[config.mk]
export PLATFORM = sky130hd
export DESIGN_NAME = bsg_fifo_traffic_gen
export DESIGN_NICKNAME = d
export VERILOG_FILES = /design/src/rtl/bsg_fifo_traffic_gen.sv
export SDC_FILE = /design/constraint.sdc
export NUM_CORES = 1
export LEC_CHECK = 0
export CAP_MARGIN = 0
export CORE_ASPECT_RATIO = 1.75
export CORE_MARGIN = 4
export CORE_UTILIZATION = 30
export CTS_BUF_LIST = sky130_fd_sc_hd__clkbuf_8
export CTS_CLUSTER_SIZE = 40
export DETAILED_ROUTE_END_ITERATION = 6
export PLACE_DENSITY_LB_ADDON = 0.08
export SETUP_SLACK_MARGIN = 0.02
export SYNTH_ARGS = -nofsm -noshare
export SYNTH_HDL_FRONTEND = slang
export SYNTH_SLANG_ARGS = --single-unit
export TNS_END_PERCENT = 30
[constraint.sdc]
create_clock -name clk_i -period 3.15 [get_ports clk_i]
set_input_delay 0.315 -clock clk_i [delete_from_list [all_inputs] [get_ports clk_i]]
set_output_delay 0.315 -clock clk_i [all_outputs]
set_load 0.01 [all_outputs]
[src/rtl/bsg_fifo_traffic_gen.sv]
// bsg_fifo_traffic_gen
// Closed-loop traffic generator for a ready-then-valid FIFO (e.g. bsg_two_fifo).
// It enqueues a stream whose data is the enqueue sequence number. It dequeues
// with valid-then-yumi and checks data order and FIFO occupancy against its
// own model. The error flags are sticky until reset_i.
//
// Optional feature macro: BSG_FIFO_TRAFFIC_GEN_THROTTLE_EN
//   defined   : LFSR bits 0/1 gate enqueue/dequeue (random bubbles/backpressure)
//   undefined : full-rate streaming; the LFSR still runs but gates nothing
module bsg_fifo_traffic_gen #(
   parameter int          width_p     = 8,
   parameter int          els_p       = 2,
   parameter int          num_items_p = 16,
   parameter logic [15:0] seed_p      = 16'hACE1
) (
   input  logic               clk_i,
   input  logic               reset_i,
   input  logic               start_i,
   input  logic               ready_i,
   output logic               v_o,
   output logic [width_p-1:0] data_o,
   input  logic               v_i,
   input  logic [width_p-1:0] data_i,
   output logic               yumi_o,
   output logic               done_o,
   output logic               error_o,
   output logic [2:0]         err_code_o,
   output logic [31:0]        sent_o,
   output logic [31:0]        recv_o
);

   localparam int               occ_w_lp     = $clog2(els_p + 1);
   localparam logic [occ_w_lp-1:0] occ_full_lp = occ_w_lp'(els_p);
   localparam logic [31:0]      num_items_lp = 32'(num_items_p);
   localparam logic [31:0]      last_item_lp = 32'(num_items_p - 1);

   typedef enum logic [1:0] {
      IDLE  = 2'd0,
      RUN   = 2'd1,
      DRAIN = 2'd2,
      DONE  = 2'd3
   } state_e;

   state_e              state_r;
   logic [31:0]         sent_r;
   logic [31:0]         recv_r;
   logic [occ_w_lp-1:0] occ_r;
   logic [2:0]          err_r;
   logic                error_r;
   logic                done_r;
   logic [15:0]         lfsr_r;

   logic                prod_ok;
   logic                cons_ok;
   logic                enq;
   logic                deq;
   logic                active;
   logic [2:0]          err_set;
   logic                lfsr_fb;

`ifdef BSG_FIFO_TRAFFIC_GEN_THROTTLE_EN
   // Registered LFSR bits throttle both ends, so no ready_i/v_i cross path appears
   assign prod_ok = lfsr_r[0];
   assign cons_ok = lfsr_r[1];
`else
   assign prod_ok = 1'b1;
   assign cons_ok = 1'b1;
`endif

   // Handshakes depend only on registered state plus their own DUT signal
   assign v_o    = (state_r == RUN) & ready_i & prod_ok;
   assign yumi_o = ((state_r == RUN) | (state_r == DRAIN)) & v_i & cons_ok;
   assign enq    = v_o;
   assign deq    = yumi_o;
   assign active = (state_r != IDLE);

   // Per-cycle error events: data order, underflow (valid while empty), overflow
   assign err_set[0] = deq & (data_i != recv_r[width_p-1:0]);
   assign err_set[1] = active & v_i & (occ_r == '0);
   assign err_set[2] = active & enq & (occ_r == occ_full_lp);

   // Fibonacci feedback for taps 16,14,13,11
   assign lfsr_fb = lfsr_r[15] ^ lfsr_r[13] ^ lfsr_r[12] ^ lfsr_r[10];

   assign data_o     = sent_r[width_p-1:0];
   assign sent_o     = sent_r;
   assign recv_o     = recv_r;
   assign err_code_o = err_r;
   assign error_o    = error_r;
   assign done_o     = done_r;

   // Run FSM, counters, occupancy model, sticky errors and LFSR
   always_ff @(posedge clk_i) begin
      if (reset_i) begin
         state_r <= IDLE;
         sent_r  <= '0;
         recv_r  <= '0;
         occ_r   <= '0;
         err_r   <= '0;
         error_r <= 1'b0;
         done_r  <= 1'b0;
         lfsr_r  <= seed_p;
      end else begin
         // NOTE: non-blocking assignments so every register samples pre-edge values
         if (state_r == RUN || state_r == DRAIN)
            lfsr_r <= {lfsr_r[14:0], lfsr_fb};

         if (enq)
            sent_r <= sent_r + 32'd1;
         if (deq)
            recv_r <= recv_r + 32'd1;

         // A simultaneous enq and deq leaves the occupancy unchanged
         case ({enq, deq})
            2'b10:   occ_r <= occ_r + 1'b1;
            2'b01:   occ_r <= occ_r - 1'b1;
            default: occ_r <= occ_r;
         endcase

         // Errors are recorded but traffic keeps flowing
         err_r   <= err_r | err_set;
         error_r <= error_r | (|err_set);

         case (state_r)
            IDLE: begin
               if (start_i)
                  state_r <= RUN;
            end
            RUN: begin
               // Leave RUN on the edge of the last enqueue so sent stops there
               if (enq && sent_r == last_item_lp)
                  state_r <= DRAIN;
            end
            DRAIN: begin
               if (recv_r == num_items_lp || (deq && recv_r == last_item_lp)) begin
                  state_r <= DONE;
                  done_r  <= 1'b1;
               end
            end
            default: begin
               state_r <= DONE;
            end
         endcase
      end
   end

endmodule

* Word-level counts from Yosys, hierarchy flattened
Index checks and enable logic that the tools add are counted.
** Storage, ports and cells
- Register bits after elaboration :: 73
- Input bits :: 13
- Output and inout bits :: 79
- Word-level logic and storage cells :: 48
** Operators by class
- Add/sub/neg operators :: 4
- Equality and inequality tests :: 12
- Multiplexer cells :: 5
- Bitwise logic cells :: 10
- Reduce and logical (&&, ||, !) cells :: 10
** Operator list (count)
- $add 32x1->32 const B :: 2
- $eq 32x4->1 const B :: 2
- $eq 32x5->1 const B :: 1
- $ne 8x8->1 :: 1
- $and 1x1->1 :: 7
- $eq 2x2->1 const B :: 3
- $mux 2 :: 3
- $pmux 2 s3 :: 1
- $eq 2x1->1 const B :: 2
- $logic_not 2->1 :: 2
- $ne 2x1->1 const B :: 2
- $pmux 2 s2 :: 1
- $reduce_bool 2->1 :: 2
- $or 3x3->3 :: 1
- $reduce_and 3->1 :: 1
- $reduce_or 3->1 :: 1
- $add 2x1->2 const B :: 1
- $logic_and 1x1->1 :: 2
- $ne 2x2->1 const B :: 1
- $or 1x1->1 :: 2
- $reduce_and 2->1 :: 1
- $sub 2x1->2 const B :: 1
- $logic_or 1x1->1 :: 1

* Depth between registers and ports, before layout
Gate-level depths: netlist of run 1.
- Depth after elaboration :: 7
- Gate-level depth with buffers :: 8
- Mapped depth without buffers :: 8

* Worst setup path before layout of run 1
Ideal clock, no wire load.
- Path kind :: flip-flop to flip-flop
- Start :: register state_r[0]
- End :: register state_r[1]
- Setup time :: 0.123 ns
- Arrival time :: 1.746 ns
- Required time :: 3.027 ns
- Setup slack :: 1.281 ns
- Stages on the path, launching flop included :: 8
- Buffers on the path :: 0
- Clock period less this slack :: 1.869 ns
- Cell sequence :: dfxtp_1 -> inv_1 -> ha_1 -> nand3_1 -> o31ai_1 -> o22ai_1 -> nand3b_1 -> mux2_1
** Between the ends
- Word-level cells in the longest chain between the ends :: 7
- Elaborated cells between the ends (all ways) :: 14
- Classes of those cells :: eq/ne: 5; mux: 1; bitwise: 3; reduce/logical: 5
** RTL lines
- start: declaration :: RTL line 44 : state_e state_r;
- start signal: assignment :: RTL line 95 : state_r <= IDLE;
- start signal: assignment :: RTL line 127 : state_r <= RUN;
- start signal: assignment :: RTL line 132 : state_r <= DRAIN;
- $eq 2x1->1 or $eq 2x2->1 (tied branches) :: RTL line 71, 72, 124
- $or 1x1->1 :: RTL line 72 : assign yumi_o = ((state_r == RUN) | (state_r == DRAIN)) & v_i & cons_ok;
- $and 1x1->1 :: RTL line 72
- $logic_and 1x1->1 :: RTL line 135 : if (recv_r == num_items_lp || (deq && recv_r == last_item_lp)) begin
- $logic_or 1x1->1 :: RTL line 135
- $ne 2x1->1 (no source line)
- $reduce_and 3->1 (no source line)
Several ways; a longest one is shown, not always the timed one.
A chain may end at the register's enable or synchronous reset.

* Worst setup path in the final report of run 1
- Start :: register state_r[0]
- End :: output yumi_o
** Between the ends
- Word-level cells in the longest chain between the ends :: 3
- Elaborated cells between the ends (all ways) :: 4
- Classes of those cells :: eq/ne: 2; bitwise: 2
** RTL lines
- $eq 2x1->1 or $eq 2x2->1 (tied branches) :: RTL line 72
- $or 1x1->1 * :: RTL line 72
- $and 1x1->1 * :: RTL line 72
- end: declaration :: RTL line 24 : output logic yumi_o,
Mark *: on every way between the ends. The rest lies on a longest branch, timed or not.

==> results of run 1 <==
[area by class of cell]
class | count | area share (%)
Clock buffer | 10 | 2.82
Clock inverter | 6 | 2.18
Inverter | 16 | 1.23
Multi-Input combinational cell | 325 | 41.1
Sequential cell | 73 | 30.0
Tap cell | 137 | 3.52
Timing Repair Buffer | 95 | 19.2
[cells by family after synthesis]
kind of cell,share of synthesized area (%)
adders and majority gates,2.74
muxes,0.892
buffers and inverters,5.08
xor gates and xnor gates,13.0
AOI/OAI and AO/OA,7.03
and+or+nand+nor,31.2
DFF,40.1
[state kept, by name (all words and copies together), names as in the netlist]
signal / count
recv_o: 32
sent_o: 32
err_code_o: 3
occ_r: 2
state_r: 2
done_o: 1
error_o: 1
[worst min-delay path, cell delays in order, from the launching register on]
cell,delay (ns)
dfxtp_1,0.33
a31oi_1,0.04
nor2_1,0.07
[metrics by stage]
stage                     std cells  utilization [%]  power, mW
after floorplan                 438                -       1.31
after global placement          646             38.8       1.48
after detailed placement        646             38.8       1.49
after CTS                       662             40.8       2.41
after global routing            662             40.8       2.50
final                           662             40.8       2.36
[synthesized netlist by cell type, drive strengths merged, types with 10 or more instances]
cell type / count / area (um^2)
a21oi: 20 / 100
nand2: 32 / 120
xor2: 25 / 219
nor2: 60 / 225
or3: 16 / 100
clkbuf: 10 / 37.5
nor4: 28 / 190
nand4: 18 / 119
nor3: 10 / 55.1
dfxtp: 73 / 1460
buf: 14 / 87.6
o21ai: 18 / 90.1
xnor2: 29 / 254
nand3: 20 / 100
inv: 16 / 60.1
[report_power, final]
part / internal, mW / leakage (nW) / switching, mW
clock: 0.544 / 0.124 / 0.363
combinational: 0.209 / 0.972 / 0.218
sequential: 0.973 / 0.589 / 0.0561
total: 1.73 / 1.69 / 0.638
[worst paths after layout]
| kind | to | from | slack (ns) |
|---|---|---|---|
| setup reg to reg | state_r[1] | state_r[0] | 0.96 |
| hold / removal | err_code_o[2] | err_code_o[2] | 0.48 |
| setup / recovery | yumi_o | state_r[0] | 0.85 |
| hold reg to reg | err_code_o[2] | err_code_o[2] | 0.48 |
[routing by layer]
| metal | vias to the layer above | wire (um) | GRT usage, % |
|---|---|---|---|
| met3 | 11 | 404 | 3.28 |
| met1 | 1628 | 4100 | 15.9 |
| met4 | 0 | 139 | 4.75 |
| met5 | - | 0 | 0 |
| met2 | 79 | 6130 | 31.3 |
| li1 | 1694 | - | - |
[cells in the final DEF (no fill, tap or decap), drive strengths merged]
cell / count
and3: 8
and4: 9
nor2b: 2
mux2i: 1
nand3: 20
clkbuf: 10
xor2: 25
xnor2: 29
nand3b: 1
clkdlybuf4s50: 90
o31ai: 2
inv: 17
buf: 5
clkinvlp: 1
and2: 3
a31oi: 3
nor4: 28
o22ai: 1
nand2: 32
or4: 2
o21ai: 18
nor3: 10
nand4bb: 1
bufinv: 3
nand4b: 3
nand4: 18
a21oi: 20
clkinv: 1
or2: 1
dfxtp: 73
nor2: 60
or3: 16
ha: 8
o41ai: 1
mux2: 2
a32o: 1
==> metrics.txt, run 1 <==
Core Region 11900 um^2; RD Place Congestion 0.750; critical path class reg -> out; first-pass GRT wire length 17900 um; FILL cells 1226; Post-CTS Resized 0; Port Buffers 91; drt first pass iters 4; die area 14100 um^2; pwr dens 485 nW/um^2; initial antenna violation count 0; Final min period 2.30 ns; Reg area 1460 um^2; share of layout cells above drive strength 1 4.95%; Worst setup SP type flop; Final setup viols 0; fin worst setup slack 0.846 ns; setup TNS 0 ns; area grow syn2layout 33.6%; hold_ws 0.475 ns; area of the multi-input gates 2000 um^2; Horiz. Die Dim 91.4 um; Initial Utilization 30.6%; Slew HR 51.8%; count of maximum capacitance violations 0; number of synthesized flops with an enable pin 0; register area share after synthesis 40.1%; Leak 1.69 nW; critical path depth 5; RSZ-0062 raised after global routing false; Longest Clk Path Bufs 2; HPWL after detailed placement 8110 um; Vert. Die Dim 154 um; vias in the first global route 3516; FF-to-FF path depth 7; Worst-Margin Slew 0.723 ns; via count 3412; Crit path largest cell delay 0.58 ns; clk_lat worst skew 0.35 ns; CTS Buf Count 9; Distinct cells, synth 39; cts hold-fix bufs 0; Hold WC Path Type reg -> reg; share of flip-flops with an asynchronous set or reset 0%; YS warnings 0; # rows 53; Cells on Worst Hold Path 2; DRC 0; fmax 0.434 GHz; CTS sink cnt 73; status complete, no violations; Final nets 541; fin crit share 73.1%; CTS H-Tree Depth 3; # diodes 0; synthesized cell area 3650 um^2; Slew Limit Fails 0; crit-path most repeated cell inv_1; IO Pins 92; worst path bufs/invs 3; synthesized net count 459; fin area 4870 um^2; clock tree from TritonCTS yes; root buf cell clkbuf_8; IR drop worst, VDD 0.189 mV; initial drt markers 139; post-synthesis cell count 438; Critical-path top delay cell clkdlybuf4s50_1; Worst EP arrival 1.99 ns; largest net degree at the start of global routing 38; Post-Route Skew 0.00965 ns; wire per inst 16.3 um; routed vias/inst 5.15; Hold Vio Cnt, Final 0; area post-placement 4630 um^2; gr ovfl total 0; crit-path max FO 5; WL final 10800 um; WP data required 2.83 ns; dpl ws 0.800 ns; Post-CTS Setup Bufs 0; CP Cell Sequence inv_1 -> ha_1 -> nand2_1 -> inv_1 -> clkdlybuf4s50_1; Clock transition at path regs 0.08 ns; Total GRT Usage 15.7%; kind of cell adding the most delay to the critical path buffers and inverters; #FFs+latches synth 73; CP endpoint kind output pin; Routed Antenna Nets 0; top_reg_cell synth dfxtp_1; Mean Syn Cell Area 8.33 um^2
(Power assumes the default switching activity.)
==> run 2, diff against run 1 <==
==> constraint.sdc (replaced) <==
create_clock -name clk_i -period 2.2 [get_ports clk_i]
set_input_delay 0.22 -clock clk_i [delete_from_list [all_inputs] [get_ports clk_i]]
set_output_delay 0.22 -clock clk_i [all_outputs]
set_load 0.01 [all_outputs]
==> metrics.txt, run 2 (synthesis results as in run 1) <==
CP endpoint kind flop; FF-to-FF path depth 9; Port Buffers 91; FILL cells 1216; via count 3548; setup TNS 0 ns; root buf cell clkbuf_8; Initial Utilization 30.6%; vias in the first global route 3660; Longest Clk Path Bufs 2; worst r2r dst sent_o[30]; Vert. Die Dim 154 um; Core Util, Final 43.1%; Clock transition at path regs 0.08 ns; drt first pass iters 5; number of placed cells counting well taps 673; # diodes 0; WL final 11200 um; IR drop worst, VDD 0.369 mV; die area 14100 um^2; pwr dens 710 nW/um^2; Hold WC Path Type in -> reg; Post-Route Skew 0.00959 ns; gr ovfl total 0; Final nets 568; Core Region 11900 um^2; Post-CTS Setup Bufs 0; Slew HR 57.3%; Cells on Worst Hold Path 2; Worst EP arrival 2.26 ns; crit-path max FO 9; status complete, no violations; first-pass GRT wire length 18600 um; IO Pins 92; Total GRT Usage 16.6%; commonest non-fill, non-tap cells in the layout clkdlybuf4s50_1 (88), dfxtp_1 (73), nor2_1 (60); Slew Limit Fails 0; hold path startpoint reset_i; Leak 1.87 nW; Final setup viols 0; clock tree from TritonCTS yes; RD Place Congestion 0.791; hold_ws 0.371 ns; Final min period 2.03 ns; fin crit share 92.4%; initial drt markers 102; Routed Antenna Nets 0; initial antenna violation count 0; CTS sink cnt 73; # rows 53; share of layout cells above drive strength 1 10.3%; Worst-Margin Slew 0.640 ns; cts hold-fix bufs 0; clk_lat worst skew 0.36 ns; Horiz. Die Dim 91.4 um; Pwr Total 3.65 mW; WHS Endpoint recv_o[14]; FF-to-FF Start state_r[1]; area grow syn2layout 40.9%; largest net degree at the start of global routing 34; critical path class reg -> reg; RSZ-0062 raised after global routing true; commonest non-fill, non-tap cell in the layout clkdlybuf4s50_1; fmax 0.492 GHz; CTS H-Tree Depth 3; routed vias/inst 5.15; Non-Filler Instances 689; DRC 0; Hold Vio Cnt, Final 0; WP data required 2.43 ns; CTS Buf Count 9; HPWL after detailed placement 8570 um; wire per inst 16.3 um; Worst setup SP type flop; FF-to-FF setup slack 0.17 ns; count of maximum capacitance violations 0
run 2: layout make-up:
class	instances	area, um^2	share of cell area, %
multi-input cells	325	2020	39.2
repair buffers	122	1140	22.2
clock buffers	10	138	2.68
inverters	16	60.1	1.17
flip-flops and latches	73	1460	28.4
well taps	137	171	3.33
clock inverters	6	154	2.99
run 2: where the power goes:
group | switching (mW) | leakage (nW) | internal (mW)
clock | 0.521 | 0.148 | 1.01
combinational | 0.333 | 1.13 | 0.324
sequential | 0.0683 | 0.589 | 1.39
total | 0.922 | 1.87 | 2.73
run 2: how the worst max path moves through the flow:
stage,depth (start not counted),to,startpoint
2_1_floorplan,7,state_r[1],state_r[0]
3_3_place_gp,6,recv_o[19],v_i
3_5_place_dp,6,recv_o[29],v_i
4_1_cts,6,v_o,state_r[1]
5_1_grt,8,recv_o[30],state_r[0]
6_report,9,sent_o[30],state_r[1]
run 2: repair_timing:
| item | CTS | global route |
|---|---|---|
| pin swaps | 0 | 1 |
| endpoints found under the setup margin | 2 | 9 |
| resized for setup | 2 | 4 |
run 2: worst max-delay path, stage by stage (launching register included):
cell and delay [ns]:
dfxtp_1 0.32, inv_1 0.07, buf_4 0.11, ha_2 0.20
and4_1 0.26, nand3_1 0.09, buf_4 0.20, nor4_1 0.40
xnor2_1 0.18, nor2_1 0.06
run 2: metrics by stage:
stage | instance area, um^2 | setup WS (ns)
3_3_place_gp | 4830 | 0.0943
2_1_floorplan | 3650 | 0.331
3_5_place_dp | 4830 | 0.0441
6_report | 5140 | 0.167
4_1_cts | 5120 | 0.0209
5_1_grt | 5140 | 0.00230
run 2: metal layers:
metal  up-vias  track usage [%]  wire length, um
met4         0             7.34              352
li1       1755                -                -
met1      1676             17.2             4340
met5         -                0                0
met3        26             3.96              427
met2        91             31.1             6100
==> run 3, diff against run 2 <==
--- a/config.mk
+++ b/config.mk
@@ -5,6 +5,7 @@
 export SDC_FILE = /design/constraint.sdc
 export NUM_CORES = 1
 export LEC_CHECK = 0
+export ABC_CLOCK_PERIOD_IN_PS = 2200
 export CAP_MARGIN = 0
 export CORE_ASPECT_RATIO = 1.75
 export CORE_MARGIN = 4
==> results of run 3 <==
The final DEF is identical to that of run 2; final timing and power are the same.
